[src/rtl/decode_stage_pkg.sv]
// Shared types and encodings for the RV32I decode stage: opcode/funct7 constants,
// the one-hot instruction flag struct and the immediate format selector.
package decode_stage_pkg;

  localparam int XLEN = 32;

  localparam logic [6:0] OP_LUI    = 7'b0110111;
  localparam logic [6:0] OP_AUIPC  = 7'b0010111;
  localparam logic [6:0] OP_JAL    = 7'b1101111;
  localparam logic [6:0] OP_JALR   = 7'b1100111;
  localparam logic [6:0] OP_BRANCH = 7'b1100011;
  localparam logic [6:0] OP_LOAD   = 7'b0000011;
  localparam logic [6:0] OP_STORE  = 7'b0100011;
  localparam logic [6:0] OP_IMM    = 7'b0010011;
  localparam logic [6:0] OP_REG    = 7'b0110011;

  localparam logic [6:0] F7_ZERO = 7'b0000000;
  localparam logic [6:0] F7_ALT  = 7'b0100000;

  typedef struct packed {
    logic lui;   logic auipc; logic jal;  logic jalr;
    logic beq;   logic bne;   logic blt;  logic bge;   logic bltu; logic bgeu;
    logic lb;    logic lh;    logic lw;   logic lbu;   logic lhu;
    logic sb;    logic sh;    logic sw;
    logic addi;  logic slti;  logic sltiu; logic xori; logic ori;  logic andi;
    logic slli;  logic srli;  logic srai;
    logic add;   logic sub;   logic sll;  logic slt;   logic sltu;
    logic i_xor; logic srl;   logic sra;  logic i_or;  logic i_and;
  } instructions;

  typedef enum logic [2:0] {
    FMT_R, FMT_I, FMT_SH, FMT_S, FMT_B, FMT_U, FMT_J
  } imm_fmt_e;

endpackage

[src/rtl/decode_stage_if.sv]
// Bundle of every non-clock signal around the decode stage: fetch handshake,
// register file read port, writeback forward path and the execute-facing register.
interface decode_stage_if;
  import decode_stage_pkg::*;

  logic              in_valid;
  logic              in_ready;
  logic [XLEN-1:0]   in_instr;
  logic [XLEN-1:0]   in_pc;
  logic [4:0]        rf_rs1_idx;
  logic [4:0]        rf_rs2_idx;
  logic [XLEN-1:0]   rf_rs1_v;
  logic [XLEN-1:0]   rf_rs2_v;
  logic              wb_en;
  logic [4:0]        wb_rd;
  logic [XLEN-1:0]   wb_data;
  logic              flush;
  logic              out_valid;
  logic              out_ready;
  instructions       out_instr;
  logic [4:0]        out_rd;
  logic [XLEN-1:0]   out_rs1_v;
  logic [XLEN-1:0]   out_rs2_v;
  logic [XLEN-1:0]   out_imm;
  logic [XLEN-1:0]   out_pc;
  logic              out_illegal;

  modport slave (
    input  in_valid, in_instr, in_pc, rf_rs1_v, rf_rs2_v,
           wb_en, wb_rd, wb_data, flush, out_ready,
    output in_ready, rf_rs1_idx, rf_rs2_idx, out_valid, out_instr,
           out_rd, out_rs1_v, out_rs2_v, out_imm, out_pc, out_illegal
  );

  modport master (
    output in_valid, in_instr, in_pc, rf_rs1_v, rf_rs2_v,
           wb_en, wb_rd, wb_data, flush, out_ready,
    input  in_ready, rf_rs1_idx, rf_rs2_idx, out_valid, out_instr,
           out_rd, out_rs1_v, out_rs2_v, out_imm, out_pc, out_illegal
  );

endinterface

[src/rtl/instr_decoder.sv]
// Purely combinational RV32I word decoder: one-hot op flags, immediate,
// destination and source register indices, and an illegal-word indication.
module instr_decoder
  import decode_stage_pkg::*;
(
  input  logic [XLEN-1:0] instr_i,
  output instructions     instr_o,
  output logic [XLEN-1:0] imm_o,
  output logic [4:0]      rd_o,
  output logic [4:0]      rs1_idx_o,
  output logic [4:0]      rs2_idx_o,
  output logic            illegal_o
);

  logic [6:0]  opcode;
  logic [2:0]  funct3;
  logic [6:0]  funct7;
  instructions dec;
  imm_fmt_e    fmt;

  assign opcode    = instr_i[6:0];
  assign funct3    = instr_i[14:12];
  assign funct7    = instr_i[31:25];
  assign rs1_idx_o = instr_i[19:15];
  assign rs2_idx_o = instr_i[24:20];

  // Any word that sets no flag is illegal, so illegal needs no per-branch bookkeeping.
  always_comb begin
    dec = '0;
    fmt = FMT_R;
    case (opcode)
      OP_LUI:   begin dec.lui = 1'b1;   fmt = FMT_U; end
      OP_AUIPC: begin dec.auipc = 1'b1; fmt = FMT_U; end
      OP_JAL:   begin dec.jal = 1'b1;   fmt = FMT_J; end
      OP_JALR: begin
        fmt = FMT_I;
        if (funct3 == 3'b000) dec.jalr = 1'b1;
      end
      OP_BRANCH: begin
        fmt = FMT_B;
        case (funct3)
          3'b000:  dec.beq  = 1'b1;
          3'b001:  dec.bne  = 1'b1;
          3'b100:  dec.blt  = 1'b1;
          3'b101:  dec.bge  = 1'b1;
          3'b110:  dec.bltu = 1'b1;
          3'b111:  dec.bgeu = 1'b1;
          default: ;
        endcase
      end
      OP_LOAD: begin
        fmt = FMT_I;
        case (funct3)
          3'b000:  dec.lb  = 1'b1;
          3'b001:  dec.lh  = 1'b1;
          3'b010:  dec.lw  = 1'b1;
          3'b100:  dec.lbu = 1'b1;
          3'b101:  dec.lhu = 1'b1;
          default: ;
        endcase
      end
      OP_STORE: begin
        fmt = FMT_S;
        case (funct3)
          3'b000:  dec.sb = 1'b1;
          3'b001:  dec.sh = 1'b1;
          3'b010:  dec.sw = 1'b1;
          default: ;
        endcase
      end
      OP_IMM: begin
        fmt = FMT_I;
        case (funct3)
          3'b000: dec.addi  = 1'b1;
          3'b010: dec.slti  = 1'b1;
          3'b011: dec.sltiu = 1'b1;
          3'b100: dec.xori  = 1'b1;
          3'b110: dec.ori   = 1'b1;
          3'b111: dec.andi  = 1'b1;
          3'b001: begin
            fmt = FMT_SH;
            if (funct7 == F7_ZERO) dec.slli = 1'b1;
          end
          default: begin
            fmt = FMT_SH;
            if (funct7 == F7_ZERO)     dec.srli = 1'b1;
            else if (funct7 == F7_ALT) dec.srai = 1'b1;
          end
        endcase
      end
      OP_REG: begin
        fmt = FMT_R;
        if (funct7 == F7_ZERO) begin
          case (funct3)
            3'b000:  dec.add   = 1'b1;
            3'b001:  dec.sll   = 1'b1;
            3'b010:  dec.slt   = 1'b1;
            3'b011:  dec.sltu  = 1'b1;
            3'b100:  dec.i_xor = 1'b1;
            3'b101:  dec.srl   = 1'b1;
            3'b110:  dec.i_or  = 1'b1;
            default: dec.i_and = 1'b1;
          endcase
        end else if (funct7 == F7_ALT) begin
          case (funct3)
            3'b000:  dec.sub = 1'b1;
            3'b101:  dec.sra = 1'b1;
            default: ;
          endcase
        end
      end
      default: ;
    endcase
  end

  assign illegal_o = ~|dec;
  assign instr_o   = dec;

  always_comb begin
    imm_o = '0;
    rd_o  = instr_i[11:7];
    case (fmt)
      FMT_I:   imm_o = {{20{instr_i[31]}}, instr_i[31:20]};
      FMT_SH:  imm_o = {27'b0, instr_i[24:20]};
      FMT_S:   imm_o = {{20{instr_i[31]}}, instr_i[31:25], instr_i[11:7]};
      FMT_B:   imm_o = {{19{instr_i[31]}}, instr_i[31], instr_i[7],
                        instr_i[30:25], instr_i[11:8], 1'b0};
      FMT_U:   imm_o = {instr_i[31:12], 12'b0};
      FMT_J:   imm_o = {{11{instr_i[31]}}, instr_i[31], instr_i[19:12],
                        instr_i[20], instr_i[30:21], 1'b0};
      default: imm_o = '0;
    endcase
    if (fmt == FMT_S || fmt == FMT_B) rd_o = '0;
    if (illegal_o) begin
      imm_o = '0;
      rd_o  = '0;
    end
  end

endmodule

[src/rtl/decode_stage.sv]
// Decode pipeline stage: decodes the fetched word, resolves operands with
// writeback forwarding, and holds the result in one handshaked output register.
module decode_stage
  import decode_stage_pkg::*;
(
  input  logic           clk,
  input  logic           rstn,
  decode_stage_if.slave  bus
);

  instructions     dec_instr;
  logic [XLEN-1:0] dec_imm;
  logic [4:0]      dec_rd;
  logic [4:0]      rs1_idx;
  logic [4:0]      rs2_idx;
  logic            dec_illegal;

  logic            valid_q, valid_d;
  instructions     instr_q;
  logic [4:0]      rd_q;
  logic [XLEN-1:0] rs1_q, rs1_d;
  logic [XLEN-1:0] rs2_q, rs2_d;
  logic [XLEN-1:0] imm_q;
  logic [XLEN-1:0] pc_q;
  logic            illegal_q;
  logic            in_ready;
  logic            xfer;

  instr_decoder u_dec (
    .instr_i   (bus.in_instr),
    .instr_o   (dec_instr),
    .imm_o     (dec_imm),
    .rd_o      (dec_rd),
    .rs1_idx_o (rs1_idx),
    .rs2_idx_o (rs2_idx),
    .illegal_o (dec_illegal)
  );

  assign in_ready = !valid_q || bus.out_ready;
  assign xfer     = bus.in_valid && in_ready && !bus.flush;

  // x0 reads as zero even when writeback targets it.
  always_comb begin
    rs1_d = bus.rf_rs1_v;
    rs2_d = bus.rf_rs2_v;
    if (rs1_idx == 5'd0)                           rs1_d = '0;
    else if (bus.wb_en && bus.wb_rd == rs1_idx)    rs1_d = bus.wb_data;
    if (rs2_idx == 5'd0)                           rs2_d = '0;
    else if (bus.wb_en && bus.wb_rd == rs2_idx)    rs2_d = bus.wb_data;
  end

  always_comb begin
    valid_d = valid_q;
    if (bus.flush)          valid_d = 1'b0;
    else if (xfer)          valid_d = 1'b1;
    else if (bus.out_ready) valid_d = 1'b0;
  end

  always_ff @(posedge clk or negedge rstn) begin
    if (!rstn) begin
      valid_q   <= 1'b0;
      instr_q   <= '0;
      rd_q      <= '0;
      rs1_q     <= '0;
      rs2_q     <= '0;
      imm_q     <= '0;
      pc_q      <= '0;
      illegal_q <= 1'b0;
    end else begin
      valid_q <= valid_d;
      if (xfer) begin
        instr_q   <= dec_instr;
        rd_q      <= dec_rd;
        rs1_q     <= rs1_d;
        rs2_q     <= rs2_d;
        imm_q     <= dec_imm;
        pc_q      <= bus.in_pc;
        illegal_q <= dec_illegal;
      end
    end
  end

  assign bus.in_ready    = in_ready;
  assign bus.rf_rs1_idx  = rs1_idx;
  assign bus.rf_rs2_idx  = rs2_idx;
  assign bus.out_valid   = valid_q;
  assign bus.out_instr   = instr_q;
  assign bus.out_rd      = rd_q;
  assign bus.out_rs1_v   = rs1_q;
  assign bus.out_rs2_v   = rs2_q;
  assign bus.out_imm     = imm_q;
  assign bus.out_pc      = pc_q;
  assign bus.out_illegal = illegal_q;

endmodule

[src/flat_wrapper.sv]
// flat-port wrapper written by rule: the top's interface ports become plain ports
module decode_stage_flat import decode_stage_pkg::*;
  (clk, rstn, bus_in_valid, bus_in_instr, bus_in_pc, bus_rf_rs1_v, bus_rf_rs2_v, bus_wb_en, bus_wb_rd, bus_wb_data, bus_flush, bus_out_ready, bus_in_ready, bus_rf_rs1_idx, bus_rf_rs2_idx, bus_out_valid, bus_out_instr, bus_out_rd, bus_out_rs1_v, bus_out_rs2_v, bus_out_imm, bus_out_pc, bus_out_illegal);
  decode_stage_if bus_i ();
  input  logic clk;
  input  logic rstn;
  input wire logic [$bits(bus_i.in_valid)-1:0] bus_in_valid;
  input wire logic [$bits(bus_i.in_instr)-1:0] bus_in_instr;
  input wire logic [$bits(bus_i.in_pc)-1:0] bus_in_pc;
  input wire logic [$bits(bus_i.rf_rs1_v)-1:0] bus_rf_rs1_v;
  input wire logic [$bits(bus_i.rf_rs2_v)-1:0] bus_rf_rs2_v;
  input wire logic [$bits(bus_i.wb_en)-1:0] bus_wb_en;
  input wire logic [$bits(bus_i.wb_rd)-1:0] bus_wb_rd;
  input wire logic [$bits(bus_i.wb_data)-1:0] bus_wb_data;
  input wire logic [$bits(bus_i.flush)-1:0] bus_flush;
  input wire logic [$bits(bus_i.out_ready)-1:0] bus_out_ready;
  output wire logic [$bits(bus_i.in_ready)-1:0] bus_in_ready;
  output wire logic [$bits(bus_i.rf_rs1_idx)-1:0] bus_rf_rs1_idx;
  output wire logic [$bits(bus_i.rf_rs2_idx)-1:0] bus_rf_rs2_idx;
  output wire logic [$bits(bus_i.out_valid)-1:0] bus_out_valid;
  output wire logic [$bits(bus_i.out_instr)-1:0] bus_out_instr;
  output wire logic [$bits(bus_i.out_rd)-1:0] bus_out_rd;
  output wire logic [$bits(bus_i.out_rs1_v)-1:0] bus_out_rs1_v;
  output wire logic [$bits(bus_i.out_rs2_v)-1:0] bus_out_rs2_v;
  output wire logic [$bits(bus_i.out_imm)-1:0] bus_out_imm;
  output wire logic [$bits(bus_i.out_pc)-1:0] bus_out_pc;
  output wire logic [$bits(bus_i.out_illegal)-1:0] bus_out_illegal;
  assign bus_i.in_valid = bus_in_valid;
  assign bus_i.in_instr = bus_in_instr;
  assign bus_i.in_pc = bus_in_pc;
  assign bus_i.rf_rs1_v = bus_rf_rs1_v;
  assign bus_i.rf_rs2_v = bus_rf_rs2_v;
  assign bus_i.wb_en = bus_wb_en;
  assign bus_i.wb_rd = bus_wb_rd;
  assign bus_i.wb_data = bus_wb_data;
  assign bus_i.flush = bus_flush;
  assign bus_i.out_ready = bus_out_ready;
  assign bus_in_ready = bus_i.in_ready;
  assign bus_rf_rs1_idx = bus_i.rf_rs1_idx;
  assign bus_rf_rs2_idx = bus_i.rf_rs2_idx;
  assign bus_out_valid = bus_i.out_valid;
  assign bus_out_instr = bus_i.out_instr;
  assign bus_out_rd = bus_i.out_rd;
  assign bus_out_rs1_v = bus_i.out_rs1_v;
  assign bus_out_rs2_v = bus_i.out_rs2_v;
  assign bus_out_imm = bus_i.out_imm;
  assign bus_out_pc = bus_i.out_pc;
  assign bus_out_illegal = bus_i.out_illegal;
  decode_stage u_core (.clk(clk), .rstn(rstn), .bus(bus_i));
endmodule
[config.mk]
export PLATFORM = sky130hd
export DESIGN_NAME = decode_stage_flat
export DESIGN_NICKNAME = d
export VERILOG_FILES = /design/src/rtl/decode_stage_pkg.sv /design/src/rtl/decode_stage_if.sv /design/src/rtl/instr_decoder.sv /design/src/rtl/decode_stage.sv /design/src/flat_wrapper.sv
export SDC_FILE = /design/constraint.sdc
export NUM_CORES = 1
export LEC_CHECK = 0
export CAP_MARGIN = 15
export CORE_MARGIN = 8
export CORE_UTILIZATION = 43
export CTS_CLUSTER_SIZE = 28
export DETAILED_ROUTE_END_ITERATION = 8
export PLACE_DENSITY = 0.8
export SLEW_MARGIN = 15
export SYNTH_ARGS = -nofsm -noshare
export SYNTH_HDL_FRONTEND = slang
export SYNTH_HIERARCHICAL = 1
export SYNTH_SLANG_ARGS = --single-unit
[constraint.sdc]
create_clock -name clk -period 2.1 [get_ports clk]
set_input_delay 0.42 -clock clk [delete_from_list [all_inputs] [get_ports clk]]
set_output_delay 0.42 -clock clk [all_outputs]
set_load 0.005 [all_outputs]
==> qor.txt <==
Status -> finished clean
Switching Power -> 2.614 mW
Internal Power -> 6.397 mW
Post-Synth Simple-Gate Area -> 32.40%
Root Driver -> clkbuf_16
Detail Route Antenna Nets -> 0
DRC Markers -> 0
CTS buffer count -> 17
Clock power frac -> 33.9%
Average routed wire per standard cell -> 19.82 um
Largest area contributor in the netlist -> dfrtp_1
Mapped Nets -> 1,252
Area delta synth->final -> 59.69%
Static Leakage -> 6.678 nW
VDD IR max -> 0.0005310 V
CTS tree -> built
Worst slew pin tran -> 0.5572 ns
#FFs+latches synth -> 172
Compound-Gate Fraction of Synth Area -> 13.00%
Final GP Congestion -> 0.8930
Power share of the combinational group -> 24.4%
CP Data Arrival Time -> 2.46 ns
Vias in the first global route -> 9,833
CP endpoint kind -> register
CP most frequent cell -> nand2_1
GRT overflow -> 0
H-tree depth -> 4
Max-slew headroom -> 62.86%
Final hold violation count -> 0
Fillers -> 1,584
Switching Share -> 29.01%
Placed cell count -> 1,751
DR pass1 iterations -> 7
# Max-Cap Violations -> 0
Final net count -> 1,684
Die area -> 0.02641 sq mm
Die Ht -> 162.5 um
# IOs -> 354
Ys flop type -> dfrtp_1
Critical-path top delay cell -> a311o_1
Asr flop ratio synth -> 100.0%
Final Routed Wirelength -> 35,740 um
Top cell type's share of synthesized area -> 46.64%
Mean Syn Cell Area -> 8.545 sq um
Post-detail-place hpwl -> 26,500 um
Total power -> 9.011 mW
Crit path cell chain -> buf_8, nor4_4, nand3_2, nor4b_4, o21bai_1, a311o_1, buf_12, nor4bb_4, nand2_1, nand2_1
Post-layout min period -> 2.096 ns
Worst min path class -> in2reg
Sequential Power Share -> 41.7%
Core area -> 0.02102 sq mm
Setup TNS -> 0 ns
Finished Layout Cells -> 1,803
Xor and xnor area share after synthesis -> 1.044%
Initial Util -> 43.90%
Worst-path fanout max -> 8
CTS clock-pin slew for the worst setup and hold paths -> 0.07 ns
Via/cell ratio -> 5.361
Max-slew violations -> 0
PwrDens -> 611.4 mW/mm^2
Largest family of logic cells by synthesized area -> simple AND/OR/NAND/NOR gates
Max clock buf depth -> 2
Mux contribution to synthesized area -> 0.1085%
Worst-skew pair later-pin latency -> 0.42 ns
DR iter-0 viols -> 909
Setup-failing EPs final -> 0
Share of cells above drive strength 1 -> 20.34%
Die width -> 162.5 um
CTS Sinks -> 172
Tcrit/Tclk final -> 99.83%
Overall global routing resource usage -> 26.39%
Setup Crit Path Kind -> in2reg
Warnings from Yosys -> 6
Number of port buffers -> 353
Post-Synth Adder-Cell Area -> 0.1356%
Slowest stage delay, CP -> 0.44 ns
Via count -> 9,665
Top-count cell post-synth -> nand2_1
Worst endpoint required time -> 2.46 ns
Post-synthesis cell count -> 1,080
Register area share after synthesis -> 46.64%
Fmax -> 477.0 MHz
Post-synth cell types -> 60
Largest net degree at the start of global routing -> 57
Crit start category -> input pin
Cell Area, Synth -> 0.009229 sq mm
Area contributors post-synth -> dfrtp_1, nand2_1, o211ai_2
RSZ-0062 raised after global routing -> yes
Post-synth EDFFs -> 0
Skew final -> 0.01364 ns
Initial antenna violation count -> 5
Commonest cells post-synth -> nand2_1, dfrtp_1, nand4_1
Row cnt -> 53
First-pass GRT wire length -> 55,300 um
-- power by group through the flow --
stage          clock [mW]  sequential (mW)  combinational (mW)
6_report             3.05             3.76                2.20
5_1_grt              3.26             3.79                2.36
4_1_cts              3.11             3.76                2.20
3_5_place_dp            0             3.82                2.16
3_3_place_gp            0             3.81                2.13
2_1_floorplan           0             3.84               0.700
-- worst paths after layout --
kind / start / endpoint / slack (ns) / cells after the start
worst max register to register: u_core/bus.out_valid / u_core/bus.out_rs2_v[14] / 0.45 / 6
worst max-delay path: bus_in_instr[27] / u_core/bus.out_imm[5] / 0.004 / 10
worst min register to register: u_core/bus.out_instr[11] / u_core/bus.out_instr[11] / 0.47 / 2
worst min-delay path: bus_in_instr[3] / u_core/bus.out_instr[34] / 0.37 / 5
max in group asynchronous: rstn / u_core/bus.out_rs1_v[27] / 0.87 / 3
min in group asynchronous: rstn / u_core/bus.out_rd[2] / 0.52 / 2
-- worst max-delay path, delay by kind of cell --
family	cells	cell delay, ns
AO/OA/AOI/OAI	2	0.58
buffers and inverters	2	0.28
AND/OR/NAND/NOR	6	1.17
-- repair_timing --
item                                   in CTS  in global routing
pin swaps                                  19                 16
endpoints found under the hold margin      45                  0
setup endpoints to repair                 165                 36
hold buffers                                1                  0
gates resized for setup                    81                 32
gates cloned                                2                  0
setup buffers                              12                  3
-- layout by cell type (no fill, tap or decap), types with 4 or more instances in the layout --
cell type,instances
a21oi_1,23
o21a_1,4
inv_6,5
o211ai_2,60
clkdlybuf4s50_1,329
nand4_1,64
buf_4,124
o21ai_0,5
buf_6,9
buf_2,7
nand3b_1,5
diode_2,4
nand3_1,9
dlygate4sd2_1,8
nand2_1,483
nor2_1,41
xor2_1,8
clkinvlp_4,4
clkbuf_16,17
nand2b_1,4
a21oi_2,6
and2_1,7
nor3_1,10
o211ai_1,5
dfrtp_1,172
buf_12,22
nor2b_1,4
inv_1,4
-- metrics by stage --
stage / cell area, sq um / hold slack (ns) / util [%] / setup WS, ns
after floorplan: 9305 / 0.1244 / - / -0.1860
after global placement: 13890 / 0.4196 / 66.07 / -0.7425
after detailed placement: 13890 / 0.4190 / 66.07 / -0.8472
after CTS: 14640 / 0.3497 / 69.63 / 0.008663
after global routing: 14740 / 0.3704 / 70.10 / -0.05683
final: 14740 / 0.3729 / 70.11 / 0.003573
-- final cells by class --
| cell class | instances | area [sq um] | area share, % |
|---|---|---|---|
| clock buffers | 17 | 425.4 | 2.886 |
| multi-input cells | 807 | 4536 | 30.78 |
| inverters | 6 | 22.52 | 0.1528 |
| repair buffers | 508 | 4967 | 33.70 |
| flip-flops and latches | 172 | 4304 | 29.20 |
| well taps | 275 | 344.1 | 2.335 |
| diodes | 4 | 10.01 | 0.06792 |
| clock inverters | 14 | 128.9 | 0.8744 |
-- registers in the layout, indices dropped and copies added, names as in the netlist --
| register | cells |
|---|---|
| u_core/bus.out_illegal | 1 |
| u_core/bus.out_imm | 32 |
| u_core/bus.out_instr | 37 |
| u_core/bus.out_pc | 32 |
| u_core/bus.out_rd | 5 |
| u_core/bus.out_rs1_v | 32 |
| u_core/bus.out_rs2_v | 32 |
| u_core/bus.out_valid | 1 |
-- per-layer routing --
metal / part of all wire, % / global-route usage, % / vias up
met5: 0.076 / 0 / -
met4: 3.4 / 10.77 / 4
met3: 9.9 / 8.418 / 75
met2: 47 / 43.01 / 493
met1: 39 / 31.82 / 4606
li1: - / - / 4487
-- logic make-up (layout without fill, tap and decap cells) --
family                   Yosys count  count (layout)
AO/OA/AOI/OAI                    126             126
flip-flops                       172             172
adder cells (fa/ha/maj)            1               1
other                              0               4
AND/OR/NAND/NOR                  668             668
buffers and inverters            101             545
XOR/XNOR                          11              11
multiplexers                       1               1
No activity file was read; power rests on OpenSTA's default activity.
